<file path="src/rtl/load_store_unit.sv">
// rtl/load_store_unit.sv - RV64 load/store unit with read-modify-write for narrow stores
module load_store_unit (
  input  logic        clk,
  input  logic        rst_n,
  input  logic        mem_read,
  input  logic        mem_write,
  input  logic [2:0]  funct3,
  input  logic [63:0] address,
  input  logic [63:0] store_data,
  output logic [63:0] load_data,
  output logic        stall,
  output logic        access_error,
  output logic        dm_read,
  output logic        dm_write,
  output logic [63:0] dm_address,
  output logic [63:0] dm_write_data,
  input  logic [63:0] dm_read_data
);

  typedef enum logic {IDLE, WRITE} state_t;

  state_t      state;
  state_t      state_next;
  logic [63:0] held_word;

  logic [5:0]  shamt;
  logic [63:0] size_mask;
  logic [63:0] lane_mask;
  logic [63:0] lane;
  logic [63:0] merged;
  logic        misaligned;
  logic        bad_funct3;
  logic        err;
  logic        narrow_store;

  // Memory is always addressed on the containing doubleword.
  assign dm_address = {address[63:3], 3'b000};
  assign shamt      = {address[2:0], 3'b000};

  // Decode access size, alignment, error conditions, load lane and store merge.
  always_comb begin
    size_mask  = '1;
    misaligned = 1'b0;
    case (funct3[1:0])
      2'b00: size_mask = 64'h0000_0000_0000_00FF;
      2'b01: begin
        size_mask  = 64'h0000_0000_0000_FFFF;
        misaligned = address[0];
      end
      2'b10: begin
        size_mask  = 64'h0000_0000_FFFF_FFFF;
        misaligned = |address[1:0];
      end
      2'b11: begin
        size_mask  = '1;
        misaligned = |address[2:0];
      end
    endcase
    lane_mask    = size_mask << shamt;
    lane         = dm_read_data >> shamt;
    merged       = (held_word & ~lane_mask) | ((store_data << shamt) & lane_mask);
    bad_funct3   = (mem_read && (funct3 == 3'b111)) || (mem_write && funct3[2]);
    err          = (mem_read && mem_write) || ((mem_read || mem_write) && misaligned) || bad_funct3;
    narrow_store = mem_write && !err && (funct3[1:0] != 2'b11);
  end

  // Next state and memory/pipeline outputs; reset suppresses every request, including a pending write.
  always_comb begin
    state_next    = state;
    load_data     = '0;
    stall         = 1'b0;
    access_error  = 1'b0;
    dm_read       = 1'b0;
    dm_write      = 1'b0;
    dm_write_data = '0;
    if (!rst_n) begin
      state_next = IDLE;
    end else begin
      case (state)
        IDLE: begin
          access_error = err;
          if (!err && mem_read) begin
            dm_read = 1'b1;
            case (funct3)
              3'b000:  load_data = {{56{lane[7]}}, lane[7:0]};
              3'b001:  load_data = {{48{lane[15]}}, lane[15:0]};
              3'b010:  load_data = {{32{lane[31]}}, lane[31:0]};
              3'b011:  load_data = lane;
              3'b100:  load_data = {56'b0, lane[7:0]};
              3'b101:  load_data = {48'b0, lane[15:0]};
              3'b110:  load_data = {32'b0, lane[31:0]};
              default: load_data = '0;
            endcase
          end else if (!err && mem_write) begin
            if (narrow_store) begin
              dm_read    = 1'b1;
              stall      = 1'b1;
              state_next = WRITE;
            end else begin
              dm_write      = 1'b1;
              dm_write_data = store_data;
            end
          end
        end
        WRITE: begin
          dm_write      = 1'b1;
          dm_write_data = merged;
          state_next    = IDLE;
        end
      endcase
    end
  end

  // State register; the fetched word is captured on the read half of a narrow store.
  always_ff @(posedge clk) begin
    if (!rst_n) begin
      state     <= IDLE;
      held_word <= '0;
    end else begin
      state <= state_next;
      if ((state == IDLE) && narrow_store) begin
        held_word <= dm_read_data;
      end
    end
  end

endmodule

</file>
<file path="config.mk">
export PLATFORM = sky130hd
export DESIGN_NAME = load_store_unit
export DESIGN_NICKNAME = d
export VERILOG_FILES = /design/src/rtl/load_store_unit.sv
export SDC_FILE = /design/constraint.sdc
export NUM_CORES = 1
export LEC_CHECK = 0
export CAP_MARGIN = 20
export CELL_PAD_IN_SITES_DETAIL_PLACEMENT = 1
export CELL_PAD_IN_SITES_GLOBAL_PLACEMENT = 1
export CORE_MARGIN = 10
export CORE_UTILIZATION = 31
export CTS_CLUSTER_SIZE = 24
export DETAILED_ROUTE_END_ITERATION = 7
export GPL_ROUTABILITY_DRIVEN = 0
export PLACE_DENSITY = 0.93
export REMOVE_ABC_BUFFERS = 1
export SLEW_MARGIN = 20
export SYNTH_ARGS = -nofsm -noshare
export SYNTH_HDL_FRONTEND = slang
export SYNTH_SLANG_ARGS = --single-unit
</file>
<file path="constraint.sdc">
create_clock -name clk -period 5 [get_ports clk]
set_input_delay 0.75 -clock clk [delete_from_list [all_inputs] [get_ports clk]]
set_output_delay 0.75 -clock clk [all_outputs]
set_load 0.005 [all_outputs]
</file>
== Yosys cells after proc, flatten, opt, wreduce, memory -nomap -nowiden ==
Cells that the tools add are included.

* Bits of input ports: 199
* Output and inout bits: 196
* Flip-flop bits (word level): 65

* Mux-type cells: 27
* Shift-type cells: 3
* Reductions and logical operators: 17
* Equal/unequal tests: 11
* Bitwise gates (word level): 5

{| class="wikitable"
|+ Operator list
! operator !! number
|-
| $mux 64 || 7
|-
| $pmux 64 s7 || 1
|-
| $pmux 64 s4 || 1
|-
| $and 64x64->64 || 2
|-
| $pmux 64 s2 || 1
|-
| $shl 64x6->64 || 2
|-
| $not 64->64 || 1
|-
| $or 64x64->64 || 1
|-
| $shr 64x6->64 || 1
|-
| $mux 1 || 14
|-
| $eq 3x3->1 const B || 4
|-
| $logic_and 1x1->1 || 8
|-
| $eq 3x2->1 const B || 2
|-
| $eq 2x2->1 const B || 2
|-
| $logic_or 1x1->1 || 4
|-
| $pmux 1 s2 || 2
|-
| $eq 3x1->1 const B || 1
|-
| $logic_not 3->1 || 1
|-
| $pmux 1 s3 || 1
|-
| $reduce_or 3->1 || 1
|-
| $eq 2x1->1 const B || 1
|-
| $logic_not 2->1 || 1
|-
| $ne 2x2->1 const B || 1
|-
| $reduce_or 2->1 || 1
|-
| 2 further kinds || 2
|}

== Depth between registers and ports, before layout ==
* Depth after elaboration: 13
* Mapped depth: 9
* Gate-level depth less buffers: 5

== Least setup slack after synthesis ==
OpenSTA, ideal clock, no wires.

* Path kind: input to output
* Start point: in address[2]
* End point: out load_data[42]
* Cell stages on the path: 7
* Buffers on the path: 2
* Arrival: 2.195 ns
* Setup slack: 2.055 ns
* Cell sequence: buf_6 or2_2 or3_1 a311oi_2 nor3_4 buf_6 a21oi_1

* Word-level cells in the longest chain between the ends: 10
* Elaborated cells on any way between the ends: 12
* Classes of those cells: shift: 1; mux: 5; reduce/logical: 6

{| class="wikitable"
|+ Ends and longest elaborated chain
! what !! RTL line !! source
|-
| start, declared || 8 || <nowiki>input logic [63:0] address,</nowiki>
|-
| branches (longest 7 deep; another with $shr 64x6->64) || - ||
|-
| $mux 64 * || 82 || <nowiki>if (!err && mem_read) begin</nowiki>
|-
| $mux 64 * || 79 || <nowiki>case (state)</nowiki>
|-
| $mux 64 * || 76 || <nowiki>if (!rst_n) begin</nowiki>
|-
| end, declared || 10 || <nowiki>output logic [63:0] load_data,</nowiki>
|}

Mark *: on every way between the ends.

== Final worst setup path ==
* Start point: in funct3[0]
* End point: out dm_write_data[13]

* Word-level cells in the longest chain between the ends: 13
* Elaborated cells on any way between the ends: 27
* Classes of those cells: eq/ne: 5; shift: 1; mux: 7; bitwise: 4; reduce/logical: 10

{| class="wikitable"
|+ Ends and longest elaborated chain
! what !! RTL line !! source
|-
| start, declared || 7 || <nowiki>input logic [2:0] funct3,</nowiki>
|-
| branches (longest 11 deep; another with $pmux 64 s4) || - ||
|-
| $pmux 64 s2 * || 79 ||
|-
| $mux 64 * || 76 ||
|-
| end, declared || 16 || <nowiki>output logic [63:0] dm_write_data,</nowiki>
|}

Mark *: on every way between the ends. The select of a mux whose other input is x is not followed.

==> results by group <==
STA
  • Tmin final: 4.694 ns
  • Fin. Hold Viols: 0
  • Final Setup Violations: 0
  • Slew Viols, Final: 0
  • Worst slew pin tran: 1.073 ns
  • Worst rel slew slack: between 20% and 30%
  • Clock skew: around 0.0084 ns
  • Fin crit share: between 90% and 100%
  • Unrepaired setup endpoints after global routing: false
  • Peak Freq: 0.2131 GHz
  • Final setup TNS: 0 ns

Worst setup path
  • CP Launch Type: primary input
  • Slowest cell on the critical path: clkdlybuf4s50_1
  • CP Launch Point: funct3[0]
  • Worst R2R Path Depth: 6
  • Required time of the critical path: 4.25 ns
  • R2R Setup Slk: around 2.9 ns
  • Reg-to-reg endpoint: held_word[44]$_SDFFE_PN0P_
  • Critical path endpoint category: primary output
  • CP Max Fanout: 29
  • Critical path type: in -> out
  • CP cell instances: clkdlybuf4s50_1, a21o_1, a21oi_1, o221ai_2, o31a_2, buf_12, a211oi_1, clkdlybuf4s50_1
  • Critical path arrival: around 4 ns
  • R2R Path Start: state$_SDFF_PN0_
  • Critical Path Most Common Cell: clkdlybuf4s50_1
  • Max incr delay on CP: 0.66 ns

Route
  • Wirelength per Cell: about 30 um
  • Drt total wl: 48440 um
  • 1st-iter DRT viols: roughly 1200
  • Avg Vias per Cell: 6.162
  • DRC viols: 0
  • Post-route ant nets: 0
  • Pre-Repair DR Iteration Count: 5
  • Vias: between 10000 and 15000

Final layout
  • Net count of the finished layout: around 1500
  • Design area: about 0.011 mm^2
  • Area delta synth->final: 33.80%
  • Non-Filler Instances: 1631
  • Share of cells above drive strength 1: between 10% and 20%

Min path
  • Hold crit path type: reg -> reg
  • Hold Path Origin: held_word[37]$_SDFFE_PN0P_
  • Hold path cells: 2
  • Worst Hold End: held_word[37]$_SDFFE_PN0P_

Synth
  • EDFF count, synth: 0
  • Leading area contributor after synthesis: dfxtp_1
  • FF+latch count, synth: 65
  • Ys async rst share: 0%
  • Syn Inst Count: 1137
  • Top_reg_cell synth: dfxtp_1
  • Synth cell count leaders: nand2_1, a21oi_1, nor2_1
  • Post-synthesis sequential area ratio: 15.79%
  • Count leader, synth: nand2_1
  • Synth warnings: 0
  • Area share of the largest cell type after synthesis: 15.79%
  • Cell area after synthesis: 0.008243 mm^2
  • Top post-synthesis cells by area: dfxtp_1, mux2i_1, a21oi_1
  • Syn_area_per_cell: a little over 7 um^2
  • Synth unique cells: 63

Floorplan
  • DIE WIDTH: roughly 180 um
  • Starting Density: a little under a third
  • Core Area: between 0.02 and 0.03 mm^2
  • # IOs: around 400
  • Die area: around 0.034 mm^2
  • DIE HEIGHT: 183.1 um
  • # rows: 59

Pwr
  • Power density over cell area: 184.4 mW/mm^2
  • Peak VDD IR: between 100 and 150 uV
  • LEAKAGE: slightly above 4 nW

Clocking
  • Worst skew pair latency: about 0.34 ns
  • CTS tree: yes
  • Sinks on Clock Net: 65
  • CTS Hold Buffers Added: 0
  • Root Driver: clkbuf_16
  • H-tree depth: 3
  • Bufs on Longest Clock Path: 2
  • PostCTS Resize Cnt: 0
  • Clk slew on worst S/H paths: around 0.050 ns
  • Clock buffer count from CTS: 9
  • # Post-CTS Setup Buffers: 0

Status
  • Status: completed

Global route
  • Gr ovfl total: 0
  • First-pass GRT wire length: approximately 70000 um
  • Initial antenna violation count: 4
  • Vias in the first global route: about 10000
  • Largest net degree at the start of global routing: between 70 and 80
  • Tot GR Track Use: between 20% and 30%

Run
  • Number of max-cap violations: 0

Placement
  • Port buffer count: 269
  • Placed cells: 1611
  • Placed cell area: 0.01068 mm^2
  • Sum of net half-perimeters after detailed placement: 36650 um
## metrics by stage
stage	utilization [%]	hold WS, ns	power [W]	setup WS, ns
5_1_grt	42.21	0.4802	0.002100	0.1912
6_report	42.21	0.4582	0.002034	0.3064
3_5_place_dp	40.85	0.4496	0.001275	0.3803
4_1_cts	42.17	0.4577	0.002019	0.3288
3_3_place_gp	40.85	0.4414	0.001249	0.4714
2_1_floorplan	-	0.4342	0.0008768	0.2140
## logic make-up after synthesis
family | share of synthesized area [%]
buffers and inverters | 13.30
DFF | 15.79
AOI/OAI and AO/OA | 27.84
and+or+nand+nor | 19.60
muxes | 23.44
other | 0.04549
## power by group
| group | internal, W | switching, W | total (W) |
|---|---|---|---|
| Clock | 0.000487 | 0.000261 | 0.000748 |
| Sequential | 0.000539 | 0.0000185 | 0.000557 |
| Combinational | 0.000322 | 0.000406 | 0.000728 |
## cell type report
class,instances,area (um^2)
fill,3204,15100
multi-input combinational,890,5873
timing repair buffer,310,3039
sequential,65,1303
tap,335,419.2
clock buffer,9,225.2
clock inverter,7,118.9
inverter,11,41.29
antenna,4,10.01
## worst max-delay path, delay by kind of cell
family | cells | cell delay (ns)
AOI/OAI and AO/OA | 5 | 1.62
buffers and inverters | 3 | 1.53
## cell usage in the layout (no fill, tap or decap), types with 3 or more instances in the layout
master / Yosys / layout
o2bb2ai_1: 10 / 10
a31oi_1: 16 / 16
buf_12: 0 / 4
o221ai_1: 4 / 4
mux2_2: 16 / 16
a311oi_1: 3 / 3
dfxtp_1: 65 / 64
mux4_2: 32 / 32
nand3_1: 32 / 31
diode_2: 0 / 4
conb_1: 1 / 3
inv_1: 9 / 9
o21a_1: 8 / 8
nand2_1: 173 / 173
a2bb2oi_1: 8 / 8
clkdlybuf4s50_1: 0 / 265
and3_1: 3 / 3
or2_2: 3 / 3
mux2i_1: 103 / 103
a21oi_2: 10 / 10
nor3_1: 6 / 5
bufinv_16: 0 / 3
o22ai_1: 28 / 28
o21ai_0: 22 / 22
o211ai_1: 15 / 15
a21oi_1: 148 / 148
a221oi_1: 9 / 9
clkbuf_16: 0 / 9
a211oi_1: 37 / 37
a21o_1: 5 / 5
or3_1: 4 / 4
a211o_1: 4 / 4
nor2_1: 133 / 133
buf_4: 74 / 38
nor2b_1: 21 / 20
## state kept, by name, indices dropped and copies added (netlist names)
signal and flops:
held_word 64, state 1
## per-layer routing
metal | up-vias | routed length (um) | GRT usage (%)
met5 | - | 228 | 5.030
met4 | 6 | 1792 | 11.51
met3 | 127 | 5681 | 11.44
met2 | 677 | 20950 | 40.72
met1 | 4870 | 19780 | 33.90
li1 | 4370 | - | -
## worst max-delay path by stage
stage	to	slack (ns)	cells past startpoint
2_1_floorplan	dm_read	0.21	3
3_3_place_gp	dm_write_data[13]	0.47	8
3_5_place_dp	dm_write_data[8]	0.38	8
4_1_cts	dm_write_data[13]	0.33	8
5_1_grt	dm_write_data[13]	0.19	8
6_report	dm_write_data[13]	0.31	8
Note: power is estimated with default switching activity, not from simulation.
